File: src/rtl/seq_lock_gen.sv
// Serial combination lock: compares a full CODE_LEN-symbol entry against a programmable code,
// with failed-attempt lockout, entry timeout, explicit relock and a 7-segment status digit.
module seq_lock_gen #(
  parameter int SYM_W        = 2,
  parameter int CODE_LEN     = 6,
  parameter logic [CODE_LEN*SYM_W-1:0] DEFAULT_CODE = 12'hF3C,
  parameter int MAX_FAIL     = 3,
  parameter int LOCKOUT_CYC  = 16,
  parameter int TIMEOUT_CYC  = 32
) (
  input  logic                                clock,
  input  logic                                reset,
  input  logic                                enter,
  input  logic [SYM_W-1:0]                    sym,
  input  logic                                clear,
  input  logic                                relock,
  input  logic                                prog,
  output logic                                unlocked,
  output logic                                lockout,
  output logic [6:0]                          seg_disp,
  output logic [$clog2(CODE_LEN+1)-1:0]       digits,
  output logic [$clog2(MAX_FAIL+1)-1:0]       fail_cnt
);
  localparam int BW = CODE_LEN * SYM_W;
  localparam int DW = $clog2(CODE_LEN + 1);
  localparam int FW = $clog2(MAX_FAIL + 1);
  localparam int TW = $clog2(TIMEOUT_CYC + 1);
  localparam int LW = $clog2(LOCKOUT_CYC + 1);

  localparam logic [6:0] SEG_L = 7'b1000111;
  localparam logic [6:0] SEG_U = 7'b1000001;
  localparam logic [6:0] SEG_E = 7'b0000110;
  localparam logic [6:0] SEG_P = 7'b0001100;

  typedef enum logic [2:0] {S_IDLE, S_ENTRY, S_UNLOCKED, S_PROG, S_LOCKOUT} state_t;

  state_t          state;
  logic [BW-1:0]   code;
  logic [BW-1:0]   shift_buf;
  logic [TW-1:0]   tmo_cnt;
  logic [LW-1:0]   lock_cnt;

  logic [BW-1:0]   buf_shift;
  logic            last_sym;
  logic            tmo_hit;

  assign buf_shift = {shift_buf[BW-SYM_W-1:0], sym};
  assign last_sym  = (digits == DW'(CODE_LEN - 1));
  assign tmo_hit   = (tmo_cnt == TW'(TIMEOUT_CYC - 1));

  // {unlocked, lockout, seg_disp} for the state being entered, so outputs stay registered
  function automatic logic [8:0] outs(input state_t s);
    case (s)
      S_UNLOCKED: outs = {1'b1, 1'b0, SEG_U};
      S_PROG:     outs = {1'b0, 1'b0, SEG_P};
      S_LOCKOUT:  outs = {1'b0, 1'b1, SEG_E};
      default:    outs = {1'b0, 1'b0, SEG_L};
    endcase
  endfunction

  always_ff @(posedge clock or negedge reset) begin
    if (!reset) begin
      state                          <= S_IDLE;
      code                           <= DEFAULT_CODE;
      shift_buf                      <= '0;
      digits                         <= '0;
      fail_cnt                       <= '0;
      tmo_cnt                        <= '0;
      lock_cnt                       <= '0;
      {unlocked, lockout, seg_disp}  <= outs(S_IDLE);
    end else begin
      case (state)
        S_IDLE, S_ENTRY: begin
          if (clear) begin
            state                         <= S_IDLE;
            {unlocked, lockout, seg_disp} <= outs(S_IDLE);
            digits                        <= '0;
            tmo_cnt                       <= '0;
          end else if (enter) begin
            shift_buf <= buf_shift;
            tmo_cnt   <= '0;
            if (last_sym) begin
              // compare includes the symbol arriving this cycle
              digits <= '0;
              if (buf_shift == code) begin
                state                         <= S_UNLOCKED;
                {unlocked, lockout, seg_disp} <= outs(S_UNLOCKED);
                fail_cnt                      <= '0;
              end else if (fail_cnt == FW'(MAX_FAIL - 1)) begin
                state                         <= S_LOCKOUT;
                {unlocked, lockout, seg_disp} <= outs(S_LOCKOUT);
                fail_cnt                      <= fail_cnt + FW'(1);
                lock_cnt                      <= LW'(LOCKOUT_CYC - 1);
              end else begin
                state                         <= S_IDLE;
                {unlocked, lockout, seg_disp} <= outs(S_IDLE);
                fail_cnt                      <= fail_cnt + FW'(1);
              end
            end else begin
              digits                        <= digits + DW'(1);
              state                         <= S_ENTRY;
              {unlocked, lockout, seg_disp} <= outs(S_ENTRY);
            end
          end else if (state == S_ENTRY) begin
            if (tmo_hit) begin
              state                         <= S_IDLE;
              {unlocked, lockout, seg_disp} <= outs(S_IDLE);
              digits                        <= '0;
              tmo_cnt                       <= '0;
            end else begin
              tmo_cnt <= tmo_cnt + TW'(1);
            end
          end
        end

        S_UNLOCKED: begin
          if (relock) begin
            state                         <= S_IDLE;
            {unlocked, lockout, seg_disp} <= outs(S_IDLE);
          end else if (prog) begin
            state                         <= S_PROG;
            {unlocked, lockout, seg_disp} <= outs(S_PROG);
            digits                        <= '0;
            tmo_cnt                       <= '0;
          end
        end

        S_PROG: begin
          if (clear) begin
            state                         <= S_UNLOCKED;
            {unlocked, lockout, seg_disp} <= outs(S_UNLOCKED);
            digits                        <= '0;
            tmo_cnt                       <= '0;
          end else if (enter) begin
            shift_buf <= buf_shift;
            tmo_cnt   <= '0;
            if (last_sym) begin
              code                          <= buf_shift;
              digits                        <= '0;
              state                         <= S_IDLE;
              {unlocked, lockout, seg_disp} <= outs(S_IDLE);
            end else begin
              digits <= digits + DW'(1);
            end
          end else if (tmo_hit) begin
            state                         <= S_UNLOCKED;
            {unlocked, lockout, seg_disp} <= outs(S_UNLOCKED);
            digits                        <= '0;
            tmo_cnt                       <= '0;
          end else begin
            tmo_cnt <= tmo_cnt + TW'(1);
          end
        end

        S_LOCKOUT: begin
          // loaded with LOCKOUT_CYC-1 so lockout is high for exactly LOCKOUT_CYC clocks
          if (lock_cnt == '0) begin
            state                         <= S_IDLE;
            {unlocked, lockout, seg_disp} <= outs(S_IDLE);
            fail_cnt                      <= '0;
          end else begin
            lock_cnt <= lock_cnt - LW'(1);
          end
        end

        default: begin
          state                         <= S_IDLE;
          {unlocked, lockout, seg_disp} <= outs(S_IDLE);
          digits                        <= '0;
        end
      endcase
    end
  end
endmodule

File: config.mk
export PLATFORM = sky130hd
export DESIGN_NAME = seq_lock_gen
export DESIGN_NICKNAME = d
export VERILOG_FILES = /design/src/rtl/seq_lock_gen.sv
export SDC_FILE = /design/constraint.sdc
export NUM_CORES = 1
export LEC_CHECK = 0
export BUFFER_PORTS_ARGS = -buffer_cell sky130_fd_sc_hd__buf_2
export CAP_MARGIN = 5
export CORE_ASPECT_RATIO = 1.25
export CORE_MARGIN = 5
export CORE_UTILIZATION = 30
export CTS_CLUSTER_SIZE = 25
export DETAILED_ROUTE_END_ITERATION = 8
export SLEW_MARGIN = 30
export SYNTH_ARGS = -nofsm -noshare
export SYNTH_HDL_FRONTEND = slang
export SYNTH_SLANG_ARGS = --single-unit
File: constraint.sdc
create_clock -name clock -period 4 [get_ports clock]
set_clock_uncertainty 0.05 [all_clocks]
set_input_delay 0.8 -clock clock [delete_from_list [all_inputs] [get_ports clock]]
set_output_delay 0.8 -clock clock [all_outputs]
set_load 0.005 [all_outputs]
* After elaboration in Yosys (flattened, before gate mapping)
Index checks and enable logic that the tools add are counted.
** Storage, ports and cells
- Register bits :: 50
- Word-level logic and storage cells :: 138
- Output and inout bits :: 14
** Cells by class
- Equal/unequal tests :: 22
- Reductions and logical operators :: 14
- $add $sub $neg :: 4
- Multiplexer cells :: 86
- Bitwise gates (word level) :: 2
** Operators by type and width (number)
- two-way mux 7 bit :: 14
- two-way mux 3 bit :: 23
- two-way mux 6 bit :: 8
- two-way mux 5 bit :: 6
- case mux 7 bit (4 select lines) :: 1
- case mux 3 bit (4 select lines) :: 2
- two-way mux 1 bit :: 22
- != test 2 bit, second input constant :: 9
- case mux 6 bit (3 select lines) :: 1
- != test 4 bit, second input constant :: 4
- AND reduction 4 bit :: 4
- equality test 12 bit :: 1
- two-way mux 2 bit :: 5
- case mux 5 bit (2 select lines) :: 1
- case mux 1 bit (4 select lines) :: 2
- AND reduction 7 bit :: 1
- adder 6 x 1 -> 6 bit, second input constant :: 1
- equality test 3 x 2 -> 1 bit, second input constant :: 2
- equality test 3 bit, second input constant :: 2
- equality test 6 x 5 -> 1 bit, second input constant :: 1
- AND reduction 6 bit :: 1
- zero test 5 bit :: 1
- AND reduction 5 bit :: 1
- subtractor 5 x 1 -> 5 bit, second input constant :: 1
- 13 further kinds :: 14

* Longest topological paths before layout
- Depth in word-level cells :: 7
- Depth in mapped cells :: 8
- Depth with buffers taken out :: 7

* Worst setup path before layout
OpenSTA, ideal clock, no wires.
- Path type :: in2reg
- Start :: input port clear
- End :: register code[1]
- Slack :: 1856 ps
- Required time :: 3825 ps
- Stages on the path :: 5
- Path buffers :: 2
- Arrival :: 1969 ps
- Path through :: nand2b_1 -> buf_2 -> nor4_2 -> buf_2 -> mux2_2
** Between the ends
- Longest elaborated chain between the ends :: 2
** Ends and longest elaborated chain
- start, declared :: line 15 : input logic clear,
- inverter 1 bit (no source line)
- AND reduction 4 bit (no source line)
- end signal, assigned :: line 138 : code <= buf_shift;
- end, declared :: line 38 : logic [BW-1:0] code;
Every way passes these cells.
A chain may end at the register's enable or synchronous reset.

* Final worst setup path
- Start :: register lock_cnt[0]
- End :: register seg_disp[3]
** Between the ends
- Longest elaborated chain between the ends :: 3
** Ends and longest elaborated chain
- start, declared :: line 41 : logic [LW-1:0] lock_cnt;
- start signal, assigned :: line 93 : lock_cnt <= LW'(LOCKOUT_CYC - 1);
- start signal, assigned :: line 162 : lock_cnt <= lock_cnt - LW'(1);
- zero test 5 bit :: line 157 : if (lock_cnt == '0) begin
- != test 2 bit (no source line)
- AND reduction 6 bit (no source line)
- end signal, assigned :: line 147 : {unlocked, lockout, seg_disp} <= outs(S_UNLOCKED);
- end signal, assigned :: line 159 : {unlocked, lockout, seg_disp} <= outs(S_IDLE);
- end signal, assigned :: line 168 : {unlocked, lockout, seg_disp} <= outs(S_IDLE);
- end, declared :: line 20 : output logic [6:0] seg_disp,
Every way passes these cells.

==> results.ini <==
[status]
result_of_the_run = finished clean

[sta]
report.final.slew_viol_count = 0
post-route-worst-setup-slack_ps = 1630
layout_worst_path_cycle_share = 0.592
max_clock_freq_mhz = 422
timing.setup.tns_ps = 0
worst_pin_slew_ps = 704
timing.final.crit_period_ps = 2370
slew-limit-headroom = 0.531
finalSetupViolations = 0
rsz_0062_raised_after_global_routing = false
hold_viol = 0

[power]
power.net_switching_uw = 294
leak_pwr_uw = 0.00115
power_density_mw_per_mm2 = 388
switching_share = 0.280
vdd_ir_drop_max_mv = 0.284
p_clk_frac = 0.262
combinationalPowerShare = 0.164
cellInternalPower_uw = 758
power_frac_seq = 0.575

[route]
drt_first_pass_iters = 4
drtAntennaViolNets = 0
drc_errors = 0
route.detailed.wl_per_inst_um = 14.1
viasPerCell = 4.96
via_count = 1668
drt_first_iter_violations = 52
routed_wl_um = 4730

[critical_path]
critical_path_peak_fanout = 12
cp_num_buf_inv = 1
crit_arrival_ps = 2510
crit_path_start_kind = flip-flop
timing.rr.start = lock_cnt[0]$_DFFE_PN0P_
reg2reg_setup_slack_ps = 1630
setup.worst_path.start = lock_cnt[0]$_DFFE_PN0P_
crit_path_cell_trace = inv_1, ha_1, nor4b_4, nor2_2, a2111oi_4, mux2_2
reg2regPathDepth = 6
cp.required_ps = 4140
critPathSlowestCell = a2111oi_4
critical_path.endpoint_type = flip-flop
family_with_the_most_delay_on_the_worst_path = compound AO/OA/AOI/OAI gates
number_of_gates_on_the_worst_path_with_buffers_counted = 6
worstSetupPathType = reg -> reg
crit_path_max_incr_delay_ps = 690
worst_r2r_endpoint = seg_disp[3]$_DFFE_PN0P_
timing.critical_path.to = seg_disp[3]$_DFFE_PN0P_

[clock_tree]
cts.repair_timing.setup_buffer_count = 0
path_clk_slew_ps = 90
worst_skew_pair.late_latency_ps = 300
ctsHtreeMaxLevel = 2
cts_root_buf = clkbuf_8
cts_num_sinks = 47
ctsResizeCount = 0
clockBufferDepth = 2
number_of_buffers_created_by_cts = 5
tritoncts = done
cts.hold.buffers_added = 0

[floorplanning]
ioPinCount = 22
core_mm2 = 0.00810
die_w_um = 91.0
rows = 37
floorplan.die.height_um = 111
starting_density_of_the_core = 0.303
die_area_mm2 = 0.0101

[yosys]
post-synth-top-area-cell = dfrtp_1
avgSynthCellArea_um2 = 11.2
post_synth_num_cell_types = 49
area_share_of_the_largest_cell_type_after_synthesis = 0.366
fraction_of_the_yosys_area_taken_by_sequential_cells = 0.484
synth_cells = 219
syn-cell-area_mm2 = 0.00246
synth.area.top_cells = dfrtp_1 37%, dfstp_2 12%, mux2_2 11%, xnor2_1 4.3%, o21ai_0 2.6%
synth_seq_cells = 47
yosys_warn_count = 0

[global_route]
grt.overflow.total = 0
grt_first_pass_wirelength_um = 8170
grt_antenna_before_repair = 0
grt_start_max_net_pins = 48
first_global_vias = 1690
grt.total_usage = 0.0975

[cells_and_area]
final_net_count = 249
num_antenna_cells = 0
layout.filler_cells = 823
post_route_cells_drive_above_1_share = 0.301
syn_to_final_growth_pct = 10.4

[run]
max-cap-violations = 0

[placement]
place.port_buffers = 19
detailed_place_hpwl_um = 3550
globalplace.congestion = 0.818
detailedPlace.worstSlack_ps = 1500

[min_path]
worst_hold_path_type = in -> async

-- layer usage --
layer	global-route usage	routed length, um
met5	0	0
met4	0.0489	174
met3	0.0177	98
met2	0.168	2500
met1	0.114	1950
-- through the flow --
step / instance area (um^2) / instances / hold slack, ps / total power (uW) / utilization
after CTS: 2710 / 336 / 453 / 1070 / 0.335
final: 2710 / 336 / 448 / 1050 / 0.335
after global routing: 2710 / 336 / 485 / 1120 / 0.335
after global placement: 2630 / 328 / 421 / 782 / 0.325
after detailed placement: 2630 / 328 / 431 / 791 / 0.325
after floorplan: 2460 / 220 / 405 / 734 / -
-- sequential cells by signal, summed over array words and instances, names as in the netlist --
name	cells
state	3
fail_cnt	2
unlocked	1
seg_disp	4
lock_cnt	5
tmo_cnt	6
code	12
lockout	1
shift_buf	10
digits	3
-- area by class of cell --
class / count / area [um^2] / share of cell area
clock buffer: 7 / 76.3 / 0.0281
clock inverter: 1 / 5.00 / 0.00184
inverter: 11 / 41.3 / 0.0152
multi-input combinational: 152 / 1170 / 0.430
sequential: 47 / 1190 / 0.438
tap: 97 / 121 / 0.0447
timing repair buffer: 21 / 113 / 0.0415
-- worst register-to-register path: cells and delay by family (launching register included) --
family / cells / cell delay (ps)
adders and majority gates: 1 / 230
muxes: 1 / 400
and+or+nand+nor: 2 / 400
buffers and inverters: 1 / 80
AOI/OAI and AO/OA: 1 / 690
DFF: 1 / 390
-- how the worst min path moves through the flow --
stage	startpoint	to	slack, ps	depth (start not counted)
2_1_floorplan	tmo_cnt[5]$_DFFE_PN0P_	tmo_cnt[5]$_DFFE_PN0P_	400	2
3_3_place_gp	tmo_cnt[5]$_DFFE_PN0P_	tmo_cnt[5]$_DFFE_PN0P_	420	2
3_5_place_dp	tmo_cnt[5]$_DFFE_PN0P_	tmo_cnt[5]$_DFFE_PN0P_	430	2
4_1_cts	tmo_cnt[5]$_DFFE_PN0P_	tmo_cnt[5]$_DFFE_PN0P_	450	2
5_1_grt	reset	code[7]$_DFFE_PN0P_	490	1
6_report	reset	tmo_cnt[5]$_DFFE_PN0P_	450	1
-- power by group through the flow --
stage	combinational [uW]	sequential (uW)	clock, uW
floorplan	138	596	0
global placement	170	612	0
detailed placement	176	616	0
CTS	176	606	288
global route	193	615	308
finish	172	605	275
-- cell usage in the layout, fill, tap and decap left out, types with 4 or more instances in the layout --
master,n
a21oi_1,8
buf_2,18
clkbuf_8,5
dfrtp_1,36
dfstp_2,11
inv_1,11
mux2_2,24
nand2_1,11
nand2b_1,7
nand3_1,4
nor2_1,13
nor3_1,6
o21ai_0,13
xnor2_1,12
-- logic make-up after synthesis --
group,count (synthesis),share of synthesized area
XOR/XNOR,12,0.0427
multiplexers,25,0.114
other,1,0.00153
adder cells (fa/ha/maj),3,0.0153
AO/OA/AOI/OAI,42,0.133
flip-flops,47,0.484
AND/OR/NAND/NOR,68,0.166
buffers and inverters,21,0.0427
-- Yosys cell counts, drive strengths merged --
master   count
dfrtp       36
mux2        24
nor2        14
o21ai       13
xnor2       12
dfstp       11
inv         11
nand2       11
buf         10
a21oi        8
nand2b       7
nor3         7
nand3        4
nor4         4
a21o         3
ha           3
nand3b       3
nand4        3
o22a         3
or3          3
a2111oi      2
a21boi       2
a31oi        2
nor2b        2
nor4b        2
o21bai       2
or4          2
a211oi       1
a2bb2oi      1
a31o         1
and2b        1
and3         1
and3b        1
conb         1
mux2i        1
nor3b        1
o211a        1
o22ai        1
o31ai        1
o41ai        1
or2          1
or3b         1
Note: power is estimated with default switching activity, not from simulation.
